File: src/rtl/div_share_arbiter.sv
// Round-robin arbiter that time-shares one external Q4.12 divider among NUM_REQ requesters.
// Handles divide-by-zero locally and returns an error response if the divider never completes.
module div_share_arbiter #(
  parameter int WIDTH       = 16,
  parameter int NUM_REQ     = 4,
  parameter int TIMEOUT_CYC = 64
) (
  input  logic                       clk,
  input  logic                       reset,
  input  logic [NUM_REQ-1:0]         req_valid,
  input  logic [NUM_REQ*WIDTH-1:0]   req_num,
  input  logic [NUM_REQ*WIDTH-1:0]   req_den,
  output logic [NUM_REQ-1:0]         req_ready,
  output logic [NUM_REQ-1:0]         rsp_valid,
  output logic [WIDTH-1:0]           rsp_quotient,
  output logic                       rsp_dz,
  output logic                       rsp_err,
  output logic                       div_start,
  output logic [WIDTH-1:0]           div_numerator,
  output logic [WIDTH-1:0]           div_denominator,
  input  logic [WIDTH-1:0]           div_quotient,
  input  logic                       div_done
);

  localparam int GW = (NUM_REQ > 1) ? $clog2(NUM_REQ) : 1;
  localparam int CW = $clog2(TIMEOUT_CYC + 1);
  localparam logic [CW-1:0]      CNT_LAST = CW'(TIMEOUT_CYC - 1);
  localparam logic [NUM_REQ-1:0] ONE      = {{(NUM_REQ-1){1'b0}}, 1'b1};

  typedef enum logic [1:0] {IDLE, BUSY, RELEASE, RESP} state_t;

  state_t               state_q, state_d;
  logic [GW-1:0]        last_grant_q, last_grant_d;
  logic [GW-1:0]        grant_q, grant_d;
  logic [CW-1:0]        cnt_q, cnt_d;
  logic                 div_start_q, div_start_d;
  logic [WIDTH-1:0]     num_q, num_d;
  logic [WIDTH-1:0]     den_q, den_d;
  logic [WIDTH-1:0]     res_q, res_d;
  logic                 res_err_q, res_err_d;
  logic [NUM_REQ-1:0]   rsp_valid_q, rsp_valid_d;
  logic [WIDTH-1:0]     rsp_quotient_q, rsp_quotient_d;
  logic                 rsp_dz_q, rsp_dz_d;
  logic                 rsp_err_q, rsp_err_d;

  logic [WIDTH-1:0]     num_arr [NUM_REQ];
  logic [WIDTH-1:0]     den_arr [NUM_REQ];
  logic [GW-1:0]        sel;
  logic [GW-1:0]        idx;
  logic                 sel_any;
  logic                 accept;

  for (genvar gi = 0; gi < NUM_REQ; gi++) begin : g_unpack
    assign num_arr[gi] = req_num[gi*WIDTH +: WIDTH];
    assign den_arr[gi] = req_den[gi*WIDTH +: WIDTH];
  end

  // Scan from farthest to nearest so the nearest valid requester after last_grant wins.
  always_comb begin
    sel     = last_grant_q;
    idx     = last_grant_q;
    sel_any = 1'b0;
    for (int k = NUM_REQ; k >= 1; k--) begin
      idx = GW'((int'(last_grant_q) + k) % NUM_REQ);
      if (req_valid[idx]) begin
        sel     = idx;
        sel_any = 1'b1;
      end
    end
  end

  assign req_ready = (reset && state_q == IDLE && sel_any) ? (ONE << sel) : '0;
  assign accept    = |(req_valid & req_ready);

  always_comb begin
    state_d        = state_q;
    last_grant_d   = last_grant_q;
    grant_d        = grant_q;
    cnt_d          = cnt_q;
    div_start_d    = div_start_q;
    num_d          = num_q;
    den_d          = den_q;
    res_d          = res_q;
    res_err_d      = res_err_q;
    rsp_valid_d    = '0;
    rsp_quotient_d = rsp_quotient_q;
    rsp_dz_d       = rsp_dz_q;
    rsp_err_d      = rsp_err_q;
    case (state_q)
      IDLE: begin
        if (accept) begin
          grant_d = sel;
          num_d   = num_arr[sel];
          den_d   = den_arr[sel];
          if (den_arr[sel] == '0) begin
            state_d        = RESP;
            rsp_valid_d    = ONE << sel;
            rsp_quotient_d = '0;
            rsp_dz_d       = 1'b1;
            rsp_err_d      = 1'b0;
          end else begin
            state_d     = BUSY;
            div_start_d = 1'b1;
            cnt_d       = '0;
          end
        end
      end
      BUSY: begin
        // div_done is checked first so it wins over a coincident timeout.
        if (div_done) begin
          res_d       = div_quotient;
          res_err_d   = 1'b0;
          div_start_d = 1'b0;
          state_d     = RELEASE;
        end else if (cnt_q == CNT_LAST) begin
          res_d       = '0;
          res_err_d   = 1'b1;
          div_start_d = 1'b0;
          state_d     = RELEASE;
        end else begin
          cnt_d = cnt_q + CW'(1);
        end
      end
      RELEASE: begin
        if (!div_done) begin
          state_d        = RESP;
          rsp_valid_d    = ONE << grant_q;
          rsp_quotient_d = res_q;
          rsp_dz_d       = 1'b0;
          rsp_err_d      = res_err_q;
        end
      end
      RESP: begin
        last_grant_d = grant_q;
        state_d      = IDLE;
      end
      default: state_d = IDLE;
    endcase
  end

  always_ff @(posedge clk or negedge reset) begin
    if (!reset) begin
      state_q        <= IDLE;
      last_grant_q   <= GW'(NUM_REQ - 1);
      grant_q        <= '0;
      cnt_q          <= '0;
      div_start_q    <= 1'b0;
      num_q          <= '0;
      den_q          <= '0;
      res_q          <= '0;
      res_err_q      <= 1'b0;
      rsp_valid_q    <= '0;
      rsp_quotient_q <= '0;
      rsp_dz_q       <= 1'b0;
      rsp_err_q      <= 1'b0;
    end else begin
      state_q        <= state_d;
      last_grant_q   <= last_grant_d;
      grant_q        <= grant_d;
      cnt_q          <= cnt_d;
      div_start_q    <= div_start_d;
      num_q          <= num_d;
      den_q          <= den_d;
      res_q          <= res_d;
      res_err_q      <= res_err_d;
      rsp_valid_q    <= rsp_valid_d;
      rsp_quotient_q <= rsp_quotient_d;
      rsp_dz_q       <= rsp_dz_d;
      rsp_err_q      <= rsp_err_d;
    end
  end

  assign rsp_valid       = rsp_valid_q;
  assign rsp_quotient    = rsp_quotient_q;
  assign rsp_dz          = rsp_dz_q;
  assign rsp_err         = rsp_err_q;
  assign div_start       = div_start_q;
  assign div_numerator   = num_q;
  assign div_denominator = den_q;

endmodule

File: config.mk
export PLATFORM = sky130hd
export DESIGN_NAME = div_share_arbiter
export DESIGN_NICKNAME = d
export VERILOG_FILES = /design/src/rtl/div_share_arbiter.sv
export SDC_FILE = /design/constraint.sdc
export NUM_CORES = 1
export LEC_CHECK = 0
export ABC_AREA = 1
export CORE_ASPECT_RATIO = 1.75
export CORE_MARGIN = 1.5
export CORE_UTILIZATION = 39
export DETAILED_ROUTE_END_ITERATION = 8
export PLACE_DENSITY = 0.88
export SETUP_SLACK_MARGIN = 0.2
export SYNTH_ARGS = -nofsm -noshare
export SYNTH_HDL_FRONTEND = slang
export SYNTH_SLANG_ARGS = --single-unit
File: constraint.sdc
create_clock -name clk -period 2.4 [get_ports clk]
set_clock_uncertainty 0.05 [all_clocks]
set_input_delay 0.48 -clock clk [delete_from_list [all_inputs] [get_ports clk]]
set_output_delay 0.48 -clock clk [all_outputs]
set_load 0.05 [all_outputs]
==> flow_summary.json, run 1 <==
{
  "status": "finished with violations",
  "violations": "setup timing",
  "synth-xor-area-share_pct": 0,
  "n_antenna_cell": 0,
  "die_y_microns": 150.4,
  "portBuffers": 209,
  "cts.sinks": 85,
  "synth_top_family_by_area": "simple AND/OR/NAND/NOR gates",
  "layout-drive-gt1-share_pct": 20.54,
  "grt_antenna_before_repair": 0,
  "syn_area_sq_mm": 0.004843,
  "ctsHoldBuffers": 0,
  "synth_nets": 807,
  "synth_compound_area_share_pct": 12.04,
  "synth_flop_cell": "dfrtp_1",
  "p_leak_nw": 3.902,
  "ios": 210,
  "ys_seq_area_share_pct": 43.97,
  "cts_buffer_depth": 2,
  "cp.required_ns": 2.62,
  "dr.pass1.iters": 5,
  "setup_viol_count_final": 65,
  "placed_cells": 1046,
  "ys_warn_count": 0,
  "synth_edf_count": 0,
  "clk_pin_slew_ns": 0.07,
  "critPathArrivalTime_ns": 3.21,
  "cts-root-buf": "clkbuf_16",
  "start_util_pct": 40.13,
  "min_path_type": "in2async",
  "die_w_microns": 87.24,
  "worstSetupPathType": "reg2reg",
  "placed_cell_area_sq_mm": 0.007562,
  "drtIter0Drc": 362,
  "grt_util_all_layers_pct": 27.81,
  "final_cells": 1095,
  "coreArea_sq_mm": 0.01207,
  "synth_cell_types": 32,
  "path_max_fanout": 9,
  "hpwl_microns": 12690,
  "cpPeakStageDelay_ns": 0.61,
  "crit_path_cell_trace": "buf_6 > nand2_4 > nand2_4 > nand2_4 > nand2_8 > nand2_4 > nand3_4 > nand2_4 > buf_12 > buf_12 > nand2_1 > nand2_2 > nand2_2 > nand2_1 > nor2_1 > nand2_1 > nor2_4 > nand2_4 > nand2_8 > clkbuf_16 > nand4_1 > nand2_1",
  "synthAdderAreaFrac_pct": 1.292,
  "fin_setup_tns_ns": -22.04,
  "dieArea_sq_mm": 0.01312,
  "routabilityCongestion": 0.9167,
  "synthMuxAreaShare_pct": 0,
  "hold_viol": 0,
  "cts_tree": "done",
  "critical_path_buf_inv_count": 4,
  "tightestPinTransition_ns": 0.7546,
  "drt-total-wl_microns": 19090,
  "worst_slack_ns": -0.5854,
  "vias": 5882,
  "synth_top_area_share_pct": 42.88,
  "ir_drop_mv": 0.9856,
  "avgSynthCellArea_sq_um": 7.440,
  "synth_area_leaders": "dfrtp_1 43%, nand2_1 20%, nor2_1 4.3%, nand4_1 3.9%, nand3_1 3.1%",
  "fin_area_sq_mm": 0.008564,
  "slew-limit-headroom_pct": 49.69,
  "crit_slowest_cell": "dfstp_2",
  "drtAntennaViolNets": 0,
  "min_period_ns": 2.985,
  "final_nets": 1082,
  "crit_path_end_kind": "flop",
  "ys_ff_latch": 85,
  "synthCells": 651,
  "max_cap_viol_count": 0,
  "via_per_inst": 5.372,
  "path_common_cell": "nand2_4",
  "drcViolationCount": 0,
  "worstReg2RegStart": "last_grant_q[0]",
  "critPathLaunchType": "flop",
  "whs_ns": 0.1569,
  "period_share_pct": 124.4,
  "clk_latency_ns": 0.34,
  "rsz0062_at_grt": "true",
  "powerDensity_mw_per_mm2": 1631,
  "drv_slew": 0,
  "syn_to_final_growth_pct": 76.83,
  "grt_pass1_vias": 5963,
  "yosysTopAreaCell": "dfrtp_1",
  "grt_max_degree": 65,
  "crit_path_start": "last_grant_q[0]",
  "total_power_mw": 13.97,
  "post-route-util_pct": 70.96,
  "grt_first_pass_wirelength_microns": 28480,
  "htreeDepth": 3,
  "clock.fmax_mhz": 335.0,
  "wl_per_cell_microns": 17.44,
  "dp_slack_ns": -0.7216,
  "cts_buffers": 9,
  "yosys.area_share.simple_pct": 36.35,
  "grt-ovfl-total": 0,
  "async_flop_share_pct": 100.0,
  "critical-path-top-delay-family": "simple AND/OR/NAND/NOR gates",
  "num_rows": 53
}
-- where the power goes --
part,internal [mW],switching (mW)
clock network,0.833,0.587
logic,4.13,6.00
registers,2.03,0.386
-- final timing paths --
path | endpoint | slack [ns] | cells past startpoint
setup / recovery | rsp_quotient[3] | -0.59 | 22
hold / removal | div_numerator[10] | 0.16 | 2
setup reg to reg | rsp_quotient[3] | -0.59 | 22
hold reg to reg | rsp_quotient[5] | 0.42 | 2
max in group asynchronous | div_denominator[2] | 1.05 | 3
min in group clk | rsp_quotient[5] | 0.42 | 2
-- placed cells by master (no fill, tap or decap), drive strengths merged, types with 16 or more instances in the layout --
master / count
a22oi: 17
a31oi: 16
a41oi: 16
buf: 84
clkdlybuf4s50: 203
dfrtp: 83
inv: 42
nand2: 274
nand3: 41
nand4: 30
nor2: 58
o21ai: 28
-- logic make-up after synthesis --
family,count (synthesis)
DFF,85
buffers and inverters,72
AOI/OAI and AO/OA,88
adders and majority gates,5
and+or+nand+nor,401
-- sequential cells by signal, summed over array words and instances, names as in the netlist --
register         cells
div_start            1
rsp_err              1
div_denominator     16
res_err_q            1
cnt_q                7
rsp_valid            4
grant_q              2
div_numerator       16
rsp_quotient        16
last_grant_q         2
rsp_dz               1
res_q               16
state_q              2
-- final cells by class --
cell class,instances,area [sq um]
flip-flops and latches,85,2130
clock inverters,5,61.31
well taps,165,206.4
inverters,42,162.7
multi-input cells,499,2793
repair buffers,289,2973
fillers,869,3505
clock buffers,10,239.0
-- synthesized netlist by cell type, types with 3 or more instances --
cell type,instances
clkbuf_1,16
o21ai_0,27
buf_6,3
nand2_1,264
buf_2,6
a22oi_1,17
nor2_1,56
dfrtp_1,83
a31oi_1,16
nand3_2,4
buf_1,3
nand4_1,30
nand3_1,30
inv_2,3
nand2_2,4
a21oi_1,6
a41oi_1,16
ha_1,5
nand3_4,3
inv_1,39
nand2_4,4
-- timing repair --
| action | in CTS | in global routing |
|---|---|---|
| setup buffers | 22 | 5 |
| pin swaps | 18 | 21 |
| resized for setup | 51 | 47 |
| cloned | 4 | 3 |
| endpoints found under the setup margin | 70 | 70 |
-- per-layer routing --
metal	share of wire (%)	vias to the layer above	wire (microns)	track usage [%]
li1	-	2729	-	-
met1	34	2774	6531	29.42
met2	54	290	10340	50.31
met3	5.4	89	1028	5.208
met4	6.2	0	1188	15.79
met5	0	-	0	0
No activity file was read; power rests on OpenSTA's default activity.
==> run 2: changes to the inputs <==
- ABC_CLOCK_PERIOD_IN_PS: unset -> 2400
==> results of run 2 <==
Final layout, timing and power as in run 1 (identical DEF).
==> RTL change 1 (config.mk and constraints of run 2) <==
The parameter `TIMEOUT_CYC` goes from 64 to 32.
--- a/src/rtl/div_share_arbiter.sv
+++ b/src/rtl/div_share_arbiter.sv
@@ -3,7 +3,7 @@
 module div_share_arbiter #(
   parameter int WIDTH       = 16,
   parameter int NUM_REQ     = 4,
-  parameter int TIMEOUT_CYC = 64
+  parameter int TIMEOUT_CYC = 32
 ) (
   input  logic                       clk,
   input  logic                       reset,
Function: same outputs for any inputs over 4 cycles, from zero or initial values and one cycle with reset low; that may be too few to reach the edited logic, so the function may still have changed.
==> RTL change 1 against run 2 <==
The flow still finishes with violations (negative setup slack). Setup slack got worse by 160 ps. Final area is 2.4% higher. Via count is 2.2% higher. Largest power group unchanged. Power grew 19%. Critical path depth up 2. First-iteration DRC count grew 16%. Count of clock-buffer cells in the layout up 1. Worst hold slack got worse by 67 ps. Sequential cell count fell by 1. Synthesized area shrank 2.8%. Wire length rose by 7.4%.
==> RTL change 1: results <==
{
  "status": "complete, but fails checks",
  "violations": "negative setup slack",
  "crit_fanout": 13,
  "synthDistinctLibCells": 33,
  "buffers": 323,
  "place.gp.congestion": 0.882,
  "buffer_area_share_pct": 36.5,
  "wl_met1_um": 6520,
  "dp_hpwl_um": 12400,
  "inverters": 30,
  "fill_cells": 731,
  "synth_area_leaders": "dfrtp_1 44%, nand2_1 18%, nand3_1 5.8%",
  "antenna_found_initial": 1,
  "multi_input_area_sq_um": 2840,
  "fin_setup_tns_ps": -26840,
  "p_leak_nw": 3.98,
  "fin_ws_ps": -750,
  "dp.cells": 987,
  "drt_iter0_markers": 420,
  "finalNetCount": 1072,
  "drtPass1Iterations": 7,
  "vias_per_cell": 5.69,
  "avgSynthCellArea_sq_um": 7.66,
  "grt_pass1_wl_um": 29900,
  "synth_commonest_cells": "221 x nand2_1, 82 x dfrtp_1, 55 x nand3_1, 54 x nor2_1, 30 x nand4_1",
  "finalSetupViolCount": 53,
  "wl_met2_um": 11300,
  "ys_seq_area_share_pct": 44.7,
  "met2_usage_pct": 56.9,
  "stdcell_area_sq_um": 8770,
  "clkbuf_count": 11,
  "cts.sinks": 84,
  "wl_met3_um": 1150,
  "grt_pass1_vias": 6204,
  "final_layout_size_suffix_gt1_share_pct": 27.5,
  "routed_wl_um": 20500,
  "vdd_drop_max_mv": 1.19,
  "globalRouteTotalUtil_pct": 30.2,
  "seq_area_share_pct": 24.0,
  "slew_headroom_pct": 48.9,
  "vias": 6011,
  "crit_arrival_ps": 3330,
  "use_met1_pct": 29.6
}
## RTL change 1: cell types whose count changed in the layout (fill, tap and decap cells not counted), moves of 16 or more
cell / before / now
a22o_1: 0 / 16
o21ai_0: 24 / 6
buf_4: 54 / 83
nand2_1: 226 / 169
nand2_2: 32 / 50
nand3_1: 25 / 48
## RTL change 1: stage by stage
step	hold slack [ps]	worst slack, ps	power [mW]	utilization [%]
2_1_floorplan	134	-221	8.47	-
3_3_place_gp	404	-780	11.5	63.8
3_5_place_dp	409	-801	11.6	63.8
4_1_cts	102	-454	15.4	73.5
5_1_grt	108	-935	17.4	75.3
6_report	89.6	-750	16.6	75.3
## RTL change 1: repair_timing
action                                  in CTS  in global routing
gates resized for setup                     91                 53
pin swaps                                   27                 35
endpoints found under the setup margin      52                 68
setup buffers                               42                  4
cloned                                       7                  0
## RTL change 1: power breakdown
part           total [mW]  internal [mW]  switching, mW
clock                1.56          0.945          0.614
sequential           2.46           2.03          0.429
combinational        12.6           5.32           7.23
total                16.6           8.30           8.27
## RTL change 1: cell families after synthesis
kind of cell	count (synthesis)	synth area share [%]
AO/OA/AOI/OAI	82	12.8
adder cells (fa/ha/maj)	5	1.33
XOR/XNOR	1	0.186
AND/OR/NAND/NOR	376	34.6
buffers and inverters	67	6.46
flip-flops	84	44.7
## RTL change 1: final timing paths
| check | start | endpoint | slack [ps] | cells past startpoint |
|---|---|---|---|---|
| min reg2reg | rsp_quotient[8] | rsp_quotient[8] | 430 | 2 |
| min | reset | div_denominator[3] | 90 | 2 |
| max | last_grant_q[0] | rsp_quotient[3] | -750 | 24 |
| max reg2reg | last_grant_q[0] | rsp_quotient[3] | -750 | 24 |
| max in group asynchronous | reset | div_numerator[5] | 1120 | 3 |
| min in group clk | rsp_quotient[8] | rsp_quotient[8] | 430 | 2 |
==> RTL change 2 (config.mk and constraints of run 2) <==
Without the edit above. Add an input register stage for `div_quotient`; this delays it by one clock. The other inputs are not delayed to match.
--- a/src/rtl/div_share_arbiter.sv
+++ b/src/rtl/div_share_arbiter.sv
@@ -28,6 +28,12 @@
   localparam logic [NUM_REQ-1:0] ONE      = {{(NUM_REQ-1){1'b0}}, 1'b1};
 
   typedef enum logic [1:0] {IDLE, BUSY, RELEASE, RESP} state_t;
+
+  logic [WIDTH-1:0] div_quotient_q;
+
+  always_ff @(posedge clk) begin
+    div_quotient_q <= div_quotient;
+  end
 
   state_t               state_q, state_d;
   logic [GW-1:0]        last_grant_q, last_grant_d;
@@ -108,7 +114,7 @@
       BUSY: begin
         // div_done is checked first so it wins over a coincident timeout.
         if (div_done) begin
-          res_d       = div_quotient;
+          res_d       = div_quotient_q;
           res_err_d   = 1'b0;
           div_start_d = 1'b0;
           state_d     = RELEASE;
Behaviour: not the same (a bounded check fails within 4 cycles, from zero or initial values and one cycle with reset low).
==> RTL change 2 against run 2 <==
The run still ends with negative setup slack left. Wire length is 2.6% lower. Final area is 5.2% higher. Synthesized area is 3.8% higher. Sequential cell count is 16 higher. Setup slack better by 36 ps. Worst hold slack worse by 10 ps. Power is 19% higher. Critical path depth is 1 higher.
==> RTL change 2: results <==
{
  "synthArstFlopShare_pct": 84.2,
  "fill_cells": 881,
  "max_stage_delay_ps": 610,
  "finalSetupViolCount": 54,
  "buffer_area_share_pct": 34.7,
  "place.gp.congestion": 0.922,
  "finalNetCount": 1076,
  "crit_fanout": 18,
  "drt_iter0_markers": 297,
  "final_layout_size_suffix_gt1_share_pct": 26.5,
  "routed_wl_um": 18600,
  "numCtsBuffers": 9,
  "fin_ws_ps": -550,
  "crit_arrival_ps": 3140,
  "p_leak_nw": 4.06,
  "syn-num-nets": 789,
  "seq_area_sq_um": 2450,
  "clkbuf_count": 11,
  "fin_setup_tns_ps": -18750,
  "slew_headroom_pct": 57.4,
  "path_delay_family": "simple AND/OR/NAND/NOR gates",
  "place_ws_ps": -845,
  "ys_seq_area_share_pct": 48.7,
  "drtPass1Iterations": 6,
  "dp.cells": 1032,
  "antenna_found_initial": 1,
  "yosys_warnings": 0,
  "antenna_cells": 1,
  "vdd_drop_max_mv": 1.87,
  "multi_input_area_sq_um": 2820,
  "buffers": 308,
  "avgSynthCellArea_sq_um": 7.95,
  "clock-root-buffer": "clkbuf_16",
  "dp_hpwl_um": 12300,
  "vias_per_cell": 5.22,
  "clock_area_share_pct": 3.17,
  "grt_max_degree": 49,
  "status": "complete, but fails checks",
  "seq_cells": 101,
  "multi_input_cells": 476,
  "grt_pass1_vias": 5899,
  "inverters": 24,
  "globalRouteTotalUtil_pct": 27.9,
  "violations": "negative setup slack",
  "synth_area_leaders": "dfrtp_1 41%, nand2_1 17%, dfxtp_1 6.4%",
  "synth_commonest_cells": "234 x nand2_1, 83 x dfrtp_1, 57 x nor2_1, 52 x nand3_1, 30 x nand4_1",
  "vias": 5715,
  "grt_pass1_wl_um": 29200,
  "hp-class": "in -> async"
}
## RTL change 2: cell types whose count changed after synthesis, moves of 3 or more
cell,before,now
nand2_1,264,234
nand3_1,30,52
inv_1,39,18
o21ai_0,27,10
a22o_1,0,16
dfxtp_1,0,16
buf_2,6,11
nand2_4,4,0
clkbuf_1,16,19
nand3_4,3,0
## RTL change 2: kinds of logic after synthesis
kind of cell               count (synthesis)  synth area share, %
AOI/OAI and AO/OA                         83                 12.0
adders and majority gates                  5                 1.24
buffers and inverters                     59                 5.47
DFF                                      101                 48.7
and+or+nand+nor                          385                 32.5
## RTL change 2: metal layers
layer	track usage, %	routed length [um]	up-vias
met5	0	0	-
met4	14.5	805	0
met3	6.53	1010	58
met2	48.8	10300	241
met1	30.1	6470	2682
li1	-	-	2734
## RTL change 2: per-stage QoR
stage / util (%) / instance area (sq um)
2_1_floorplan: - / 5200
3_3_place_gp: 62.3 / 7790
3_5_place_dp: 62.3 / 7790
4_1_cts: 70.0 / 8740
5_1_grt: 72.1 / 9010
6_report: 72.1 / 9010
## RTL change 2: final timing paths
check                                   startpoint                 to  slack (ps)  cells after the start
worst max register to register     last_grant_q[1]    rsp_quotient[0]        -550                     23
worst min register to register  div_quotient_q[15]          res_q[15]         410                      1
worst min-delay path                         reset           res_q[8]         150                      2
max in group asynchronous                    reset  div_numerator[10]        1140                      3
min in group clk                div_quotient_q[15]          res_q[15]         410                      1
worst max-delay path               last_grant_q[1]    rsp_quotient[0]        -550                     23
## RTL change 2: power breakdown
part,switching (mW),internal [mW]
clock,0.644,0.761
combinational,7.08,5.24
sequential,0.469,2.39
## RTL change 2: repair_timing
action | 4_1_cts | 5_1_grt
gates resized for setup | 85 | 57
cloned | 5 | 2
endpoints found under the setup margin | 62 | 76
setup buffers | 31 | 7
pin swaps | 24 | 29
